[config.mk]
export PLATFORM = sky130hd
export DESIGN_NAME = rgb_pattern_gen
export DESIGN_NICKNAME = d
export VERILOG_FILES = /design/src/rtl/rgb_pattern_pkg.sv /design/src/rtl/rgb_pos_tracker.sv /design/src/rtl/rgb_pattern_gen.sv
export SDC_FILE = /design/constraint.sdc
export NUM_CORES = 1
export LEC_CHECK = 0
export BUFFER_PORTS_ARGS = -buffer_cell sky130_fd_sc_hd__buf_2
export CELL_PAD_IN_SITES_DETAIL_PLACEMENT = 2
export CELL_PAD_IN_SITES_GLOBAL_PLACEMENT = 2
export CORE_MARGIN = 4
export CORE_UTILIZATION = 32
export DETAILED_ROUTE_END_ITERATION = 8
export PLACE_DENSITY = 0.76
export SYNTH_ARGS = -nofsm -noshare
export SYNTH_HDL_FRONTEND = slang
export SYNTH_SLANG_ARGS = --single-unit
[constraint.sdc]
create_clock -name i_clk -period 2.15 [get_ports i_clk]
set_input_delay 0 -clock i_clk [delete_from_list [all_inputs] [get_ports i_clk]]
set_output_delay 0 -clock i_clk [all_outputs]
set_load 0.01 [all_outputs]
[src/rtl/rgb_pattern_pkg.sv]
// -----------------------------------------------------------------------------
// rgb_pattern_pkg
// Shared definitions for the RGB test-pattern generator:
//   - mode_e      : pattern-select encodings (values 5-7 are unnamed = black)
//   - RAINBOW     : 8-entry 24-bit {R,G,B} colour-bar table, index 0 = red
//   - scale_chan  : maps an 8-bit table channel onto a w-bit channel
// -----------------------------------------------------------------------------
package rgb_pattern_pkg;

    typedef enum logic [2:0] {
        MODE_SOLID  = 3'd0,
        MODE_BARS   = 3'd1,
        MODE_GRAD   = 3'd2,
        MODE_CHECK  = 3'd3,
        MODE_SCROLL = 3'd4
    } mode_e;

    // Packed so that RAINBOW[i] selects entry i; entry 0 is the last one listed.
    localparam logic [7:0][23:0] RAINBOW = {
        24'h000000, 24'h9400D3, 24'h4B0082, 24'h0000FF,
        24'h00FF00, 24'hFFFF00, 24'hFF7F00, 24'hFF0000
    };

    // MSB-align an 8-bit channel into a w-bit result held in the low w bits.
    // w < 8 keeps the top w bits; w > 8 zero-fills the LSBs.
    function automatic logic [31:0] scale_chan(input logic [7:0] c, input int unsigned w);
        logic [31:0] aligned;
        aligned = {c, 24'h000000};
        return aligned >> (32'd32 - w);
    endfunction

endpackage

[src/rtl/rgb_pos_tracker.sv]
// -----------------------------------------------------------------------------
// rgb_pos_tracker
// Derives the pixel position from the sync/blank strobes and keeps frame state.
// Ports:
//   i_clk, i_rst      pixel clock, synchronous active-high reset
//   i_vsync, i_blank  timing strobes (same cycle as the pixel being tracked)
//   i_mode            pattern select, captured on the vsync rising edge
//   o_x, o_y          position of the current pixel (saturating)
//   o_bar             colour-bar index of the current pixel (saturating)
//   o_frame           8-bit wrapping frame counter
//   o_mode            mode latched at the last frame start
//   o_vs_rise         combinational vsync rising-edge strobe for this cycle
// -----------------------------------------------------------------------------
module rgb_pos_tracker
    import rgb_pattern_pkg::*;
#(
    parameter int H_ACTIVE  = 640,
    parameter int V_ACTIVE  = 480,
    parameter int CNT_W     = 12,
    parameter int BAR_COUNT = 8
) (
    input  logic             i_clk,
    input  logic             i_rst,
    input  logic             i_vsync,
    input  logic             i_blank,
    input  logic [2:0]       i_mode,
    output logic [CNT_W-1:0] o_x,
    output logic [CNT_W-1:0] o_y,
    output logic [2:0]       o_bar,
    output logic [7:0]       o_frame,
    output logic [2:0]       o_mode,
    output logic             o_vs_rise
);

    localparam int               BW      = H_ACTIVE / BAR_COUNT;
    localparam logic [CNT_W-1:0] X_MAX   = CNT_W'(H_ACTIVE - 1);
    localparam logic [CNT_W-1:0] Y_MAX   = CNT_W'(V_ACTIVE - 1);
    localparam logic [CNT_W-1:0] BW_LAST = CNT_W'(BW - 1);
    localparam logic [2:0]       BAR_MAX = 3'(BAR_COUNT - 1);

    logic [CNT_W-1:0] x_q, x_d, y_q, y_d, bcnt_q, bcnt_d;
    logic [2:0]       bar_q, bar_d, mode_q, mode_d;
    logic [7:0]       frame_q, frame_d;
    logic             vs_prev_q, bl_prev_q;
    logic             vs_rise_s, bl_fall_s;

    assign vs_rise_s = i_vsync & ~vs_prev_q;
    // End of an active run: first blanked cycle after an unblanked one.
    assign bl_fall_s = i_blank & ~bl_prev_q;

    // Next-state for position, bar and frame state.
    always_comb begin
        x_d     = x_q;
        y_d     = y_q;
        bcnt_d  = bcnt_q;
        bar_d   = bar_q;
        frame_d = frame_q;
        mode_d  = mode_q;
        if (i_blank) begin
            x_d    = '0;
            bcnt_d = '0;
            bar_d  = 3'd0;
        end else begin
            if (x_q != X_MAX) begin
                x_d = x_q + CNT_W'(1);
            end else begin
                x_d = x_q;
            end
            // bcnt counts pixels within the current bar; the bar index
            // advances once a full bar width has been emitted.
            if (bcnt_q == BW_LAST) begin
                bcnt_d = '0;
                if (bar_q != BAR_MAX) begin
                    bar_d = bar_q + 3'd1;
                end else begin
                    bar_d = bar_q;
                end
            end else begin
                bcnt_d = bcnt_q + CNT_W'(1);
                bar_d  = bar_q;
            end
        end
        // A frame start wins over a same-cycle line end.
        if (vs_rise_s) begin
            y_d     = '0;
            frame_d = frame_q + 8'd1;
            mode_d  = i_mode;
        end else if (bl_fall_s) begin
            if (y_q != Y_MAX) begin
                y_d = y_q + CNT_W'(1);
            end else begin
                y_d = y_q;
            end
        end else begin
            y_d = y_q;
        end
    end

    // State registers with synchronous reset.
    always_ff @(posedge i_clk) begin
        if (i_rst) begin
            x_q       <= '0;
            y_q       <= '0;
            bcnt_q    <= '0;
            bar_q     <= 3'd0;
            frame_q   <= 8'd0;
            mode_q    <= 3'd0;
            vs_prev_q <= 1'b0;
            bl_prev_q <= 1'b1;
        end else begin
            x_q       <= x_d;
            y_q       <= y_d;
            bcnt_q    <= bcnt_d;
            bar_q     <= bar_d;
            frame_q   <= frame_d;
            mode_q    <= mode_d;
            vs_prev_q <= i_vsync;
            bl_prev_q <= i_blank;
        end
    end

    assign o_x       = x_q;
    assign o_y       = y_q;
    assign o_bar     = bar_q;
    assign o_frame   = frame_q;
    assign o_mode    = mode_q;
    assign o_vs_rise = vs_rise_s;

endmodule

[src/rtl/rgb_pattern_gen.sv]
// -----------------------------------------------------------------------------
// rgb_pattern_gen
// Video test-pattern generator placed between the timing generator and the
// TMDS encoder. Stage 1 computes the pattern colour for the current pixel,
// stage 2 blanks it and registers all outputs: every output lags its input
// by 2 cycles.
// Ports:
//   i_clk, i_rst                  pixel clock, synchronous active-high reset
//   i_hsync, i_vsync, i_blank     timing strobes in
//   i_mode                        pattern select, latched on vsync rise
//   i_solid_rgb                   {R,G,B} colour for solid mode
//   o_hsync, o_vsync, o_blank     timing strobes, delayed 2 cycles
//   o_red, o_green, o_blue        pixel colour, 0 while blanked
//   o_frame_start                 pulse aligned with the o_vsync rising edge
// Build option: define RGB_PATTERN_BORDER_EN for a 1-pixel white border.
// -----------------------------------------------------------------------------
module rgb_pattern_gen
    import rgb_pattern_pkg::*;
#(
    parameter int H_ACTIVE   = 640,
    parameter int V_ACTIVE   = 480,
    parameter int COLOR_W    = 8,
    parameter int CNT_W      = 12,
    parameter int BAR_COUNT  = 8,
    parameter int CHECK_LOG2 = 5
) (
    input  logic                 i_clk,
    input  logic                 i_rst,
    input  logic                 i_hsync,
    input  logic                 i_vsync,
    input  logic                 i_blank,
    input  logic [2:0]           i_mode,
    input  logic [3*COLOR_W-1:0] i_solid_rgb,
    output logic                 o_hsync,
    output logic                 o_vsync,
    output logic                 o_blank,
    output logic [COLOR_W-1:0]   o_red,
    output logic [COLOR_W-1:0]   o_green,
    output logic [COLOR_W-1:0]   o_blue,
    output logic                 o_frame_start
);

    localparam int   RGB_W    = 3 * COLOR_W;
    localparam logic [2:0] BAR_MASK = 3'(BAR_COUNT - 1);

    logic [CNT_W-1:0] x_s, y_s;
    logic [2:0]       bar_s, mode_s, scroll_idx_s;
    logic [7:0]       frame_s;
    logic             vs_rise_s;
    logic [RGB_W-1:0] pat_s, rgb_d, out_rgb_d;

    logic             s1_hs_q, s1_vs_q, s1_bl_q, s1_fs_q;
    logic [RGB_W-1:0] s1_rgb_q;
    logic             hs_q, vs_q, bl_q, fs_q;
    logic [RGB_W-1:0] rgb_q;

    rgb_pos_tracker #(
        .H_ACTIVE  (H_ACTIVE),
        .V_ACTIVE  (V_ACTIVE),
        .CNT_W     (CNT_W),
        .BAR_COUNT (BAR_COUNT)
    ) u_pos (
        .i_clk     (i_clk),
        .i_rst     (i_rst),
        .i_vsync   (i_vsync),
        .i_blank   (i_blank),
        .i_mode    (i_mode),
        .o_x       (x_s),
        .o_y       (y_s),
        .o_bar     (bar_s),
        .o_frame   (frame_s),
        .o_mode    (mode_s),
        .o_vs_rise (vs_rise_s)
    );

    function automatic logic [RGB_W-1:0] expand_rgb(input logic [23:0] c);
        return {COLOR_W'(scale_chan(c[23:16], COLOR_W)),
                COLOR_W'(scale_chan(c[15:8],  COLOR_W)),
                COLOR_W'(scale_chan(c[7:0],   COLOR_W))};
    endfunction

    // Stage 1: pattern colour for the pixel at the current position.
    always_comb begin
        scroll_idx_s = (bar_s + frame_s[2:0]) & BAR_MASK;
        pat_s        = '0;
        case (mode_s)
            MODE_SOLID:  pat_s = i_solid_rgb;
            MODE_BARS:   pat_s = expand_rgb(RAINBOW[bar_s]);
            MODE_GRAD:   pat_s = {COLOR_W'(x_s), COLOR_W'(y_s),
                                  COLOR_W'(scale_chan(frame_s, COLOR_W))};
            MODE_CHECK:  pat_s = (x_s[CHECK_LOG2] ^ y_s[CHECK_LOG2]) ?
                                 {RGB_W{1'b0}} : {RGB_W{1'b1}};
            MODE_SCROLL: pat_s = expand_rgb(RAINBOW[scroll_idx_s]);
            default:     pat_s = '0;
        endcase
`ifdef RGB_PATTERN_BORDER_EN
        if ((x_s == '0) || (x_s == CNT_W'(H_ACTIVE - 1)) ||
            (y_s == '0) || (y_s == CNT_W'(V_ACTIVE - 1))) begin
            rgb_d = {RGB_W{1'b1}};
        end else begin
            rgb_d = pat_s;
        end
`else
        rgb_d = pat_s;
`endif
    end

    // Stage 2 colour: forced to black whenever the delayed blank is set.
    always_comb begin
        if (s1_bl_q) begin
            out_rgb_d = '0;
        end else begin
            out_rgb_d = s1_rgb_q;
        end
    end

    // Two-stage pipeline keeping strobes aligned with the colour data.
    always_ff @(posedge i_clk) begin
        if (i_rst) begin
            s1_hs_q  <= 1'b0;
            s1_vs_q  <= 1'b0;
            s1_bl_q  <= 1'b1;
            s1_fs_q  <= 1'b0;
            s1_rgb_q <= '0;
            hs_q     <= 1'b0;
            vs_q     <= 1'b0;
            bl_q     <= 1'b1;
            fs_q     <= 1'b0;
            rgb_q    <= '0;
        end else begin
            s1_hs_q  <= i_hsync;
            s1_vs_q  <= i_vsync;
            s1_bl_q  <= i_blank;
            s1_fs_q  <= vs_rise_s;
            s1_rgb_q <= rgb_d;
            hs_q     <= s1_hs_q;
            vs_q     <= s1_vs_q;
            bl_q     <= s1_bl_q;
            fs_q     <= s1_fs_q;
            rgb_q    <= out_rgb_d;
        end
    end

    assign o_hsync       = hs_q;
    assign o_vsync       = vs_q;
    assign o_blank       = bl_q;
    assign o_frame_start = fs_q;
    assign o_red         = rgb_q[RGB_W-1:2*COLOR_W];
    assign o_green       = rgb_q[2*COLOR_W-1:COLOR_W];
    assign o_blue        = rgb_q[COLOR_W-1:0];

endmodule
==> impl_metrics.py <==
metrics = {
    "global_routing": {
        "antenna_found_initial": 0,
        "grt_max_degree": 26,
        "overflow": 0,
        "grt.total_usage_pct": 20.85,
        "grt_pass1_wl_um": 26120,
        "grt_pass1_vias": 4715,
    },
    "floorplan": {
        "dieHeight_um": 127.5,
        "fp.coreArea_um2": 13930,
        "num_io_pins": 60,
        "dieArea_um2": 16260,
        "chipWidth_um": 127.5,
        "initial_core_util_pct": 32.81,
        "rows": 43,
    },
    "routing": {
        "wl_per_cell_um": 20.78,
        "vias": 4184,
        "ant_nets": 0,
        "via_per_inst": 5.237,
        "drtIter0Drc": 271,
        "finalWirelength_um": 16600,
        "dr.pass1.iters": 5,
        "drcViolationCount": 0,
    },
    "sta": {
        "post-route-period-util_pct": 98.32,
        "setup_violations": 0,
        "fin_crit_ps": 2114,
        "worst-slew-pin-transition_ps": 457.4,
        "maxSlewViolCount": 0,
        "fmax_mhz": 473.1,
        "fin_skew_ps": 10.62,
        "slew_headroom_pct": 69.09,
        "finalHoldViolCount": 0,
    },
    "worst_setup_path": {
        "worstPathRequired_ps": 2440,
        "cp_data_arrival_time_ps": 2400,
        "start_kind": "register",
        "r2r_start": "u_pos.o_bar[0]$_SDFFE_PP0P_",
        "path_class": "reg2reg",
        "crit_start": "u_pos.o_bar[0]$_SDFFE_PP0P_",
        "endpoint_kind": "register",
        "critPathMaxFanout": 7,
    },
    "pwr": {
        "ir_worst_vdd_mv": 0.5588,
        "finalPower_mw": 5.442,
        "power_density_nw_per_um2": 890.3,
        "leakage_nw": 2.444,
    },
    "place": {
        "dp.cells": 738,
        "io_buffers": 59,
        "hpwlAfterDp_um": 9859,
        "place_congestion": 0.7913,
    },
    "synth": {
        "synthesis.nets": 540,
        "synth_top_area_share_pct": 49.92,
        "ys.flop_type": "dfxtp_1",
        "synth_edf_count": 0,
        "synth-compound-area-share_pct": 12.59,
        "ys.warnings.count": 0,
        "ys_types": 46,
        "synthXorXnorAreaFrac_pct": 6.185,
        "syn-cell-area_um2": 4572,
        "synth_top_family_by_area": "simple AND/OR/NAND/NOR gates",
        "synth.most_common_cell": "dfxtp_1",
        "synth.area.mux_share_pct": 0.6842,
        "synth.top_cells.by_area": "dfxtp_1 50%, a21oi_1 5.4%, a22oi_1 3.6%",
        "synth.largest_area_cell": "dfxtp_1",
        "synth_common_cells": "114 x dfxtp_1, 49 x a21oi_1, 40 x nor2_1",
        "synth-simple-area-share_pct": 24.66,
        "ys_seq_elements": 114,
        "async_flop_share_pct": 0,
        "synth_adder_area_share_pct": 2.354,
        "synth_area_per_cell_um2": 9.144,
        "yosysSeqAreaShare_pct": 49.92,
        "syn_inst": 500,
    },
    "finish": {
        "layout-drive-gt1-share_pct": 21.97,
        "num_antenna_cells": 0,
        "stdcell_count": 799,
        "nNetsFinal": 646,
        "area_delta_synth_final_pct": 33.69,
        "n_fill_cell": 1481,
    },
    "clocking": {
        "insertion_delay_ps": 420,
        "postCtsSetupRepairBufs": 0,
        "clk_pin_slew_ps": 60,
        "htree_levels": 4,
        "numCtsBuffers": 17,
        "cts.sinks": 114,
        "cts-root-buf": "clkbuf_16",
        "cts_tree": "yes",
        "clock_path_buffers": 2,
    },
    "hold_path": {
        "hold_path_class": "in2reg",
        "hp-start": "i_solid_rgb[21]",
    },
    "run_status": {
        "status": "complete, no violations",
    },
    "run": {
        "cap_violations": 0,
    },
}
-- layout make-up --
class                   instances  area (um^2)  share of cell area [%]
flip-flops and latches        114         2285                   37.38
clock buffers                  17        425.4                   6.960
well taps                     180        225.2                   3.685
inverters                      13        48.80                  0.7984
clock inverters                15        170.2                   2.784
multi-input cells             347         2185                   35.74
repair buffers                113        773.2                   12.65
-- worst max-delay path, stage by stage, from the launching register on --
cell and delay [ps]:
dfxtp_2 360, ha_1 180, inv_1 70, fa_2 570, nor2b_4 190, nor3_2 60, a211oi_2 250, buf_4 210
a21oi_1 90
-- per-stage QoR --
stage	worst slack (ps)	utilization [%]	area [um^2]	setup TNS, ps	hold slack (ps)
after floorplan	71.23	-	4572	0	128.2
after global placement	98.12	37.13	5174	0	212.4
after detailed placement	10.04	37.13	5174	0	237.8
after CTS	21.19	43.61	6077	0	163.6
after global routing	-2.703	43.86	6112	-2.703	163.4
final	36.18	43.86	6112	0	154.5
-- routing by layer --
layer | global-route usage [%] | vias to the layer above | wire length [um]
met4 | 8.580 | 0 | 409
met1 | 23.38 | 2093 | 6763
met5 | 0 | - | 0
met3 | 4.139 | 27 | 552
met2 | 38.31 | 99 | 8875
li1 | - | 1965 | -
-- worst paths after layout --
path / to / slack (ps) / cells past startpoint
max: s1_rgb_q[12]$_SDFF_PP0_ / 40 / 8
min: s1_rgb_q[21]$_SDFF_PP0_ / 150 / 4
max reg2reg: s1_rgb_q[12]$_SDFF_PP0_ / 40 / 8
min reg2reg: rgb_q[11]$_SDFF_PP0_ / 430 / 1
-- kinds of logic after synthesis --
family / Yosys count
and+or+nand+nor: 210
xor gates and xnor gates: 29
buffers and inverters: 39
muxes: 3
DFF: 114
adders and majority gates: 8
AOI/OAI and AO/OA: 97
-- flip-flops by register name, indices dropped and copies added (netlist names), 3 cells and up, named ones only --
register,flops
rgb_q,24
s1_rgb_q,24
u_pos.bcnt_q,12
u_pos.o_bar,3
u_pos.o_frame,8
u_pos.o_mode,3
u_pos.o_x,12
u_pos.o_y,12
-- layout by cell type (no fill, tap or decap), types with 3 or more instances in the layout --
cell	instances
o21ai_0	13
clkbuf_16	17
buf_4	25
nor4_1	6
a21oi_1	48
nand4_1	10
and3_1	11
nand3b_1	3
nand3_1	21
clkinv_4	3
xor2_1	12
inv_6	6
nor3b_1	4
a31oi_1	3
dfxtp_1	112
and2_1	24
xnor2_1	15
buf_2	59
nand2b_1	7
nor2b_1	8
nor3_1	11
dlygate4sd3_1	29
ha_1	7
inv_1	12
or3_1	9
nor2_1	40
nand2_1	39
a22oi_1	22
-- timing repair --
| action | 4_1_cts | 5_1_grt |
|---|---|---|
| setup endpoints to repair | 10 | 19 |
| hold buffers | 29 | 0 |
| endpoints found under the hold margin | 30 | 0 |
| resized for setup | 4 | 9 |
-- power breakdown --
| part | internal [mW] | total [mW] | switching [mW] |
|---|---|---|---|
| Clock | 1.74 | 2.85 | 1.12 |
| Combinational | 0.164 | 0.385 | 0.221 |
| Sequential | 2.18 | 2.21 | 0.0269 |
| Total | 4.08 | 5.44 | 1.36 |
(Power assumes the default switching activity.)
